## src/rtl/pulse_train_gen.sv

```systemverilog
// Programmable pulse-train generator: N pulses of period P and high width H, then a done strobe.
// Optional macro PULSE_GEN_CONT_EN: N=0 runs a continuous train until abort.
module pulse_train_gen #(
    parameter int CNT_W = 16,
    parameter int N_W   = 8
) (
    input  logic             clk,
    input  logic             rst_n,
    input  logic             i_start,
    input  logic             i_abort,
    input  logic [CNT_W-1:0] i_period,
    input  logic [CNT_W-1:0] i_high,
    input  logic [N_W-1:0]   i_num,
    output logic             o_pulse,
    output logic             o_busy,
    output logic             o_done,
    output logic             o_err,
    output logic [N_W-1:0]   o_cnt
);

    typedef enum logic [1:0] {IDLE, HIGH, LOW} state_t;

    localparam logic [N_W-1:0] CNT_MAX = '1;

    state_t           r_state,  w_state_nxt;
    logic [CNT_W-1:0] r_phase,  w_phase_nxt;
    logic [CNT_W-1:0] r_period, w_period_nxt;
    logic [CNT_W-1:0] r_high,   w_high_nxt;
    logic [N_W-1:0]   r_num,    w_num_nxt;
    logic [N_W-1:0]   r_cnt,    w_cnt_nxt;
    logic             r_pulse,  w_pulse_nxt;
    logic             r_busy,   w_busy_nxt;
    logic             r_done,   w_done_nxt;
    logic             r_err,    w_err_nxt;

    logic [CNT_W-1:0] w_low;
    logic [CNT_W-1:0] w_phase_inc;
    logic [N_W-1:0]   w_cnt_inc;
    logic             w_num_ok;
    logic             w_legal;
    logic             w_more;

    assign w_low       = r_period - r_high;
    assign w_phase_inc = r_phase + CNT_W'(1);
    assign w_cnt_inc   = (r_cnt == CNT_MAX) ? r_cnt : r_cnt + N_W'(1);

`ifdef PULSE_GEN_CONT_EN
    // A latched N of zero means "run until aborted".
    assign w_num_ok = 1'b1;
    assign w_more   = (r_num == '0) || (r_cnt < r_num);
`else
    assign w_num_ok = (i_num != '0);
    assign w_more   = (r_cnt < r_num);
`endif

    assign w_legal = (i_period >= CNT_W'(2)) && (i_high != '0) &&
                     (i_high < i_period) && w_num_ok;

    always_comb begin
        // NOTE: every signal gets a default before the case so no path leaves it unassigned (no latches).
        w_state_nxt  = r_state;
        w_phase_nxt  = r_phase;
        w_period_nxt = r_period;
        w_high_nxt   = r_high;
        w_num_nxt    = r_num;
        w_cnt_nxt    = r_cnt;
        w_pulse_nxt  = 1'b0;
        w_busy_nxt   = 1'b0;
        w_done_nxt   = 1'b0;
        w_err_nxt    = 1'b0;

        case (r_state)
            IDLE: begin
                if (i_start && !i_abort) begin
                    if (w_legal) begin
                        // The first HIGH cycle already counts as pulse one.
                        w_state_nxt  = HIGH;
                        w_period_nxt = i_period;
                        w_high_nxt   = i_high;
                        w_num_nxt    = i_num;
                        w_cnt_nxt    = N_W'(1);
                        w_phase_nxt  = CNT_W'(1);
                        w_pulse_nxt  = 1'b1;
                        w_busy_nxt   = 1'b1;
                    end else begin
                        w_err_nxt = 1'b1;
                    end
                end
            end
            HIGH: begin
                w_busy_nxt = 1'b1;
                if (i_abort) begin
                    w_state_nxt = IDLE;
                    w_phase_nxt = '0;
                    w_busy_nxt  = 1'b0;
                end else if (r_phase == r_high) begin
                    w_state_nxt = LOW;
                    w_phase_nxt = CNT_W'(1);
                end else begin
                    w_phase_nxt = w_phase_inc;
                    w_pulse_nxt = 1'b1;
                end
            end
            LOW: begin
                w_busy_nxt = 1'b1;
                if (i_abort) begin
                    w_state_nxt = IDLE;
                    w_phase_nxt = '0;
                    w_busy_nxt  = 1'b0;
                end else if (r_phase == w_low) begin
                    if (w_more) begin
                        w_state_nxt = HIGH;
                        w_phase_nxt = CNT_W'(1);
                        w_pulse_nxt = 1'b1;
                        w_cnt_nxt   = w_cnt_inc;
                    end else begin
                        w_state_nxt = IDLE;
                        w_phase_nxt = '0;
                        w_busy_nxt  = 1'b0;
                        w_done_nxt  = 1'b1;
                    end
                end else begin
                    w_phase_nxt = w_phase_inc;
                end
            end
            default: begin
                w_state_nxt = IDLE;
                w_phase_nxt = '0;
            end
        endcase
    end

    always_ff @(posedge clk or negedge rst_n) begin
        if (!rst_n) begin
            r_state  <= IDLE;
            r_phase  <= '0;
            r_period <= '0;
            r_high   <= '0;
            r_num    <= '0;
            r_cnt    <= '0;
            r_pulse  <= 1'b0;
            r_busy   <= 1'b0;
            r_done   <= 1'b0;
            r_err    <= 1'b0;
        end else begin
            // NOTE: non-blocking so every register samples the pre-edge values.
            r_state  <= w_state_nxt;
            r_phase  <= w_phase_nxt;
            r_period <= w_period_nxt;
            r_high   <= w_high_nxt;
            r_num    <= w_num_nxt;
            r_cnt    <= w_cnt_nxt;
            r_pulse  <= w_pulse_nxt;
            r_busy   <= w_busy_nxt;
            r_done   <= w_done_nxt;
            r_err    <= w_err_nxt;
        end
    end

    assign o_pulse = r_pulse;
    assign o_busy  = r_busy;
    assign o_done  = r_done;
    assign o_err   = r_err;
    assign o_cnt   = r_cnt;

endmodule

```

## config.mk

```make
export PLATFORM = sky130hd
export DESIGN_NAME = pulse_train_gen
export DESIGN_NICKNAME = d
export VERILOG_FILES = /design/src/rtl/pulse_train_gen.sv
export SDC_FILE = /design/constraint.sdc
export NUM_CORES = 1
export LEC_CHECK = 0
export ABC_CLOCK_PERIOD_IN_PS = 4370
export CAP_MARGIN = 20
export CORE_ASPECT_RATIO = 2
export CORE_MARGIN = 5
export CORE_UTILIZATION = 55
export DETAILED_ROUTE_END_ITERATION = 12
export MAX_ROUTING_LAYER = met4
export PLACE_DENSITY = 0.84
export SKIP_CTS_REPAIR_TIMING = 1
export SKIP_LAST_GASP = 1
export SYNTH_ARGS = -nofsm -noshare
export SYNTH_HDL_FRONTEND = slang
export SYNTH_SLANG_ARGS = --single-unit
```

## constraint.sdc

```tcl
create_clock -name clk -period 4.37 [get_ports clk]
set_input_delay 0.874 -clock clk [delete_from_list [all_inputs] [get_ports clk]]
set_output_delay 0.874 -clock clk [all_outputs]
set_load 0.05 [all_outputs]
```

## After elaboration in Yosys (flattened, before gate mapping)

Cells that the tools add are included.

| storage, ports and cells | value |
|---|---|
| output and inout bits | 12 |
| input port bits | 44 |
| logic and storage cells | 84 |
| register bits | 70 |

| cells by class | value |
|---|---|
| magnitude comparators | 3 |
| reduce and logical (&&, ||, !) cells | 13 |
| $add $sub $neg | 3 |
| eq/ne operators | 13 |
| mux-type cells | 42 |

Operators with widths:

| cell | number |
|---|---|
| 16-bit two-way mux | 6 |
| 8-bit two-way mux | 6 |
| 16-bit one-hot mux with 3 select lines | 1 |
| 16-bit == test | 2 |
| 1-bit two-way mux | 19 |
| 16-bit by 1-bit adder with 16-bit output (second input constant) | 1 |
| 16-bit by 2-bit >= comparator with 1-bit output (second input constant) | 1 |
| 16-bit less-than comparator | 1 |
| 8-bit one-hot mux with 2 select lines | 1 |
| 16-bit nonzero test | 1 |
| 16-bit subtractor | 1 |
| 2-bit two-way mux | 6 |
| 2-bit != test (second input constant) | 6 |
| 8-bit by 1-bit adder with 8-bit output (second input constant) | 1 |
| 8-bit == test (second input constant) | 1 |
| 8-bit less-than comparator | 1 |
| 8-bit nonzero test | 1 |
| 7-bit AND reduction | 1 |
| 3-bit != test (second input constant) | 2 |
| 1-bit one-hot mux with 3 select lines | 2 |
| 2-bit one-hot mux with 3 select lines | 1 |
| 1-bit logical AND | 4 |
| 4-bit AND reduction | 1 |
| 3-bit AND reduction | 1 |
| 6 further kinds | 6 |

## Logic depth before layout (Yosys ltp)

| depth | value |
|---|---|
| word-level depth | 7 |
| depth in mapped cells | 13 |
| gate-level depth less buffers | 12 |

## Worst setup path after synthesis

No wires, ideal clock.

| timing | value |
|---|---|
| kind | register -> register |
| start | register r_high[0] |
| end | register r_cnt[4], in the netlist o_cnt[4] |
| cell stages (with the launch flop) | 13 |
| slack | 1.152 ns |
| buffers on the path | 1 |
| arrival | 3.140 ns |
| period minus slack after synthesis | 3.218 ns |
| required time | 4.292 ns |
| library setup time | 0.078 ns |
| path through | dfrtp_1 -> ha_1 -> fa_1 -> and2b_1 -> o2111ai_1 -> a211o_1 -> and3_4 -> nor4_2 -> and4_4 -> a21oi_2 -> buf_6 -> or4_1 -> a21oi_1 |

| on the way | value |
|---|---|
| longest elaborated chain between the ends | 4 |

Ends and longest elaborated chain:

| what | RTL line | RTL |
|---|---|---|
| start, declared | 28 | `logic [CNT_W-1:0] r_high, w_high_nxt;` |
| start signal, assigned | 150 | `r_high <= w_high_nxt;` |
| 16-bit subtractor | 43 | `assign w_low = r_period - r_high;` |
| 16-bit == test | 110 | `end else if (r_phase == w_low) begin` |
| 2-bit != test (no line) | -- |  |
| 7-bit AND reduction (no line) | -- |  |
| end signal, assigned | 152 | `r_cnt <= w_cnt_nxt;` |
| end, declared | 30 | `logic [N_W-1:0] r_cnt, w_cnt_nxt;` |

Every way passes these cells.
A chain may end at the register's enable or synchronous reset.

## Worst setup path after layout

| timing | value |
|---|---|
| start | register r_high[0] |
| end | register r_cnt[3], in the netlist o_cnt[3] |

Same word-level chain as after synthesis.

==> results.py <==
metrics = {
    "status": {
        "status": "finished clean",
    },
    "yosys": {
        "synth_edf_count": 0,
        "yosysSeqAreaShare_pct": 34.8,
        "synth.avg_cell_area_sq_um": 8.47,
        "synth_seq_cells": 70,
        "synth_ff_type": "dfrtp_1",
        "synth_cell_types": 63,
        "yosys_warnings": 0,
        "netlist_instances": 594,
        "syn_nets": 678,
        "synthesis.area_sq_mm": 0.00503,
        "synth_async_sr_flop_share_pct": 100,
    },
    "pwr": {
        "max_ir_drop_vdd_mv": 0.300,
        "p_per_area_mw_per_mm2": 534,
        "pwr-share-comb_pct": 49.9,
        "switching_power_mw": 1.36,
        "switching_share_pct": 43.2,
        "leakagePower_nw": 2.59,
        "power_frac_clock_pct": 21.8,
        "sequentialPowerShare_pct": 28.3,
        "cell_internal_pwr_mw": 1.79,
    },
    "global_routing": {
        "global_route.usage.total_pct": 25.1,
        "first_pass_grt_wire_length_mm": 22.2,
        "globalRoute.totalOverflow": 0,
        "via_count_of_the_first_global_routing_pass": 4678,
        "grt_max_degree": 45,
        "antenna_found_initial": 0,
    },
    "critical_path": {
        "setup.worst_path.start_class": "flip-flop",
        "setup_slack_on_the_worst_flop_to_flop_path_ns": 0.67,
        "critPathArrivalTime_ns": 3.92,
        "worstReg2RegStart": "r_high[0]",
        "worst-path-max-fanout": 5,
        "crit_type": "reg2reg",
        "rr_endpoint": "o_cnt[3]",
        "cp_data_required_time_ns": 4.59,
        "critPathCaptureType": "flip-flop",
        "r2r.worst_path.cells": 11,
    },
    "detailed_routing": {
        "drt-initial-drc-count": 380,
        "remaining_drc_errors": 0,
        "wirelength_mm": 13.6,
        "routed_wire_length_per_instance_um": 18.3,
        "drtPass1Iterations": 5,
        "via_per_inst": 6.25,
        "ant_nets": 0,
        "via_count": 4672,
    },
    "floorplan": {
        "floorplan.io_pins": 56,
        "design.die.area_sq_mm": 0.0113,
        "initial_core_util_pct": 56.2,
        "die_y_um": 145,
        "x_dimension_of_the_die_um": 77.6,
        "core_sq_mm": 0.00895,
        "placement_rows": 49,
    },
    "placed_design": {
        "place_area_sq_mm": 0.00562,
        "dp_hpwl_mm": 11.0,
        "port_buffers": 55,
        "dp_slack_ns": 0.438,
        "routability_congestion": 0.945,
    },
    "timing": {
        "layout_setup_ws_ns": 0.673,
        "final.period_utilization_pct": 84.6,
        "final.setup.tns_ns": 0,
        "period_needed_ns": 3.70,
        "finClkSkew_ns": 0.0118,
        "final_hold_violation_count": 0,
        "relSlewSlack_pct": 45.3,
        "hold_slack_ns": 0.492,
        "final_max_slew_viol_count": 0,
        "max_freq_mhz": 270,
        "rsz_0062_raised_after_global_routing": "false",
        "setup_viol": 0,
        "tightest_slew_ns": 0.813,
    },
    "clocking": {
        "clock_tree.root_cell": "clkbuf_16",
        "clkLatencyLatePin_ns": 0.34,
        "count_of_h_tree_levels_built_during_cts": 3,
        "clkSinkCount": 70,
        "tritoncts": "done",
        "cts.clk_slew.worst_paths_ns": 0.06,
        "cts-buffers-inserted": 9,
        "maximum_count_of_clock_buffers_along_a_single_path": 2,
    },
    "final_layout": {
        "final_nets": 724,
        "final_area_sq_mm": 0.00590,
        "final_layout_size_suffix_gt1_share_pct": 5.74,
        "insertedDiodeCount": 0,
        "area_delta_synth_final_pct": 17.4,
    },
    "worst_hold_path": {
        "holdCritPathClass": "reg2reg",
        "worst_hold_path.num_cells": 2,
        "worst_hold_path.endpoint": "r_period[4]",
        "holdCritStartpoint": "r_period[4]",
    },
    "run": {
        "drv.max_cap_violation_count": 0,
    },
}
[worst max-delay path, cell delays in order (launching register included)]
cell and delay, ns:
dfrtp_1 0.41, ha_1 0.24, fa_1 0.41, and2b_1 0.24, o2111ai_1 0.24, a21oi_1 0.32
nor2_1 0.11, a2111oi_0 0.58, nand3_1 0.33, nor4_2 0.44, o21ai_0 0.11, nor3b_1 0.15
[cell usage after synthesis, drive strengths merged (7+ instances only)]
| master | count | area (sq um) |
|---|---|---|
| ha | 39 | 488 |
| nor3 | 8 | 40.0 |
| nor3b | 7 | 52.6 |
| dfrtp | 70 | 1750 |
| o21ai | 70 | 350 |
| and3 | 9 | 61.3 |
| nor4 | 22 | 150 |
| inv | 44 | 165 |
| nand3 | 13 | 65.1 |
| a21oi | 23 | 119 |
| xnor2 | 30 | 263 |
| clkbuf | 11 | 41.3 |
| o21a | 7 | 52.6 |
| nand2 | 87 | 327 |
| nor2 | 23 | 86.3 |
| nand4 | 15 | 93.8 |
| buf | 14 | 78.8 |
| a21o | 13 | 97.6 |
[sequential cells by signal, summed over array words and instances (netlist names)]
name	count
o_busy	1
o_cnt	8
o_done	1
o_err	1
o_pulse	1
r_high	16
r_num	8
r_period	16
r_phase	16
r_state	2
[worst max-delay path by stage]
stage | startpoint | end | slack (ns) | depth (start not counted)
floorplan | r_high[0] | o_cnt[4] | 1.15 | 12
detailed placement | i_period[13] | o_cnt[6] | 0.44 | 11
global placement | i_period[9] | o_cnt[5] | 0.51 | 11
CTS | r_high[0] | o_cnt[3] | 0.69 | 11
finish | r_high[0] | o_cnt[3] | 0.67 | 11
global route | r_high[0] | o_cnt[3] | 0.30 | 11
[cell families after synthesis]
family                   synth area share (%)
AO/OA/AOI/OAI                            20.8
XOR/XNOR                                 6.74
adder cells (fa/ha/maj)                  10.1
buffers and inverters                    5.75
flip-flops                               34.8
multiplexers                            0.423
AND/OR/NAND/NOR                          21.4
[per-stage QoR]
stage,power [mW],std cells,utilization [%]
floorplan,2.00,594,-
global placement,2.41,731,62.8
detailed placement,2.44,731,62.8
CTS,3.14,747,66.0
global route,3.36,747,66.0
finish,3.15,747,66.0
[metal layers]
metal | routed length (um) | GRT usage, % | vias to the layer above
met1 | 5010 | 26.7 | 2221
met3 | 562 | 3.16 | 56
li1 | - | - | 2232
met2 | 7380 | 44.1 | 163
met4 | 686 | 13.3 | 0
met5 | 0 | - | -
[layout make-up]
cell class	count	area, sq um
clock buffer	10	239
tap	102	128
inverter	45	169
multi-input combinational	454	2990
clock inverter	6	45.0
sequential	70	1750
timing repair buffer	60	583
fill	755	3050
[power groups by stage]
stage          clock [mW]  combinational, mW  sequential (mW)
2_1_floorplan           0               1.07            0.929
4_1_cts             0.698               1.55            0.890
5_1_grt             0.737               1.72            0.909
3_3_place_gp            0               1.51            0.896
6_report            0.686               1.57            0.891
3_5_place_dp            0               1.54            0.900
[layout by cell type (no fill, tap or decap), types with 15 or more instances in the layout]
cell type,count
clkdlybuf4s50_1,54
nand2_1,87
inv_1,44
dfrtp_1,70
ha_1,39
xnor2_1,30
nor2_1,23
nor4_1,20
a21oi_1,22
nand4_1,15
o21ai_0,70
Power figures use the tool's default switching activity.
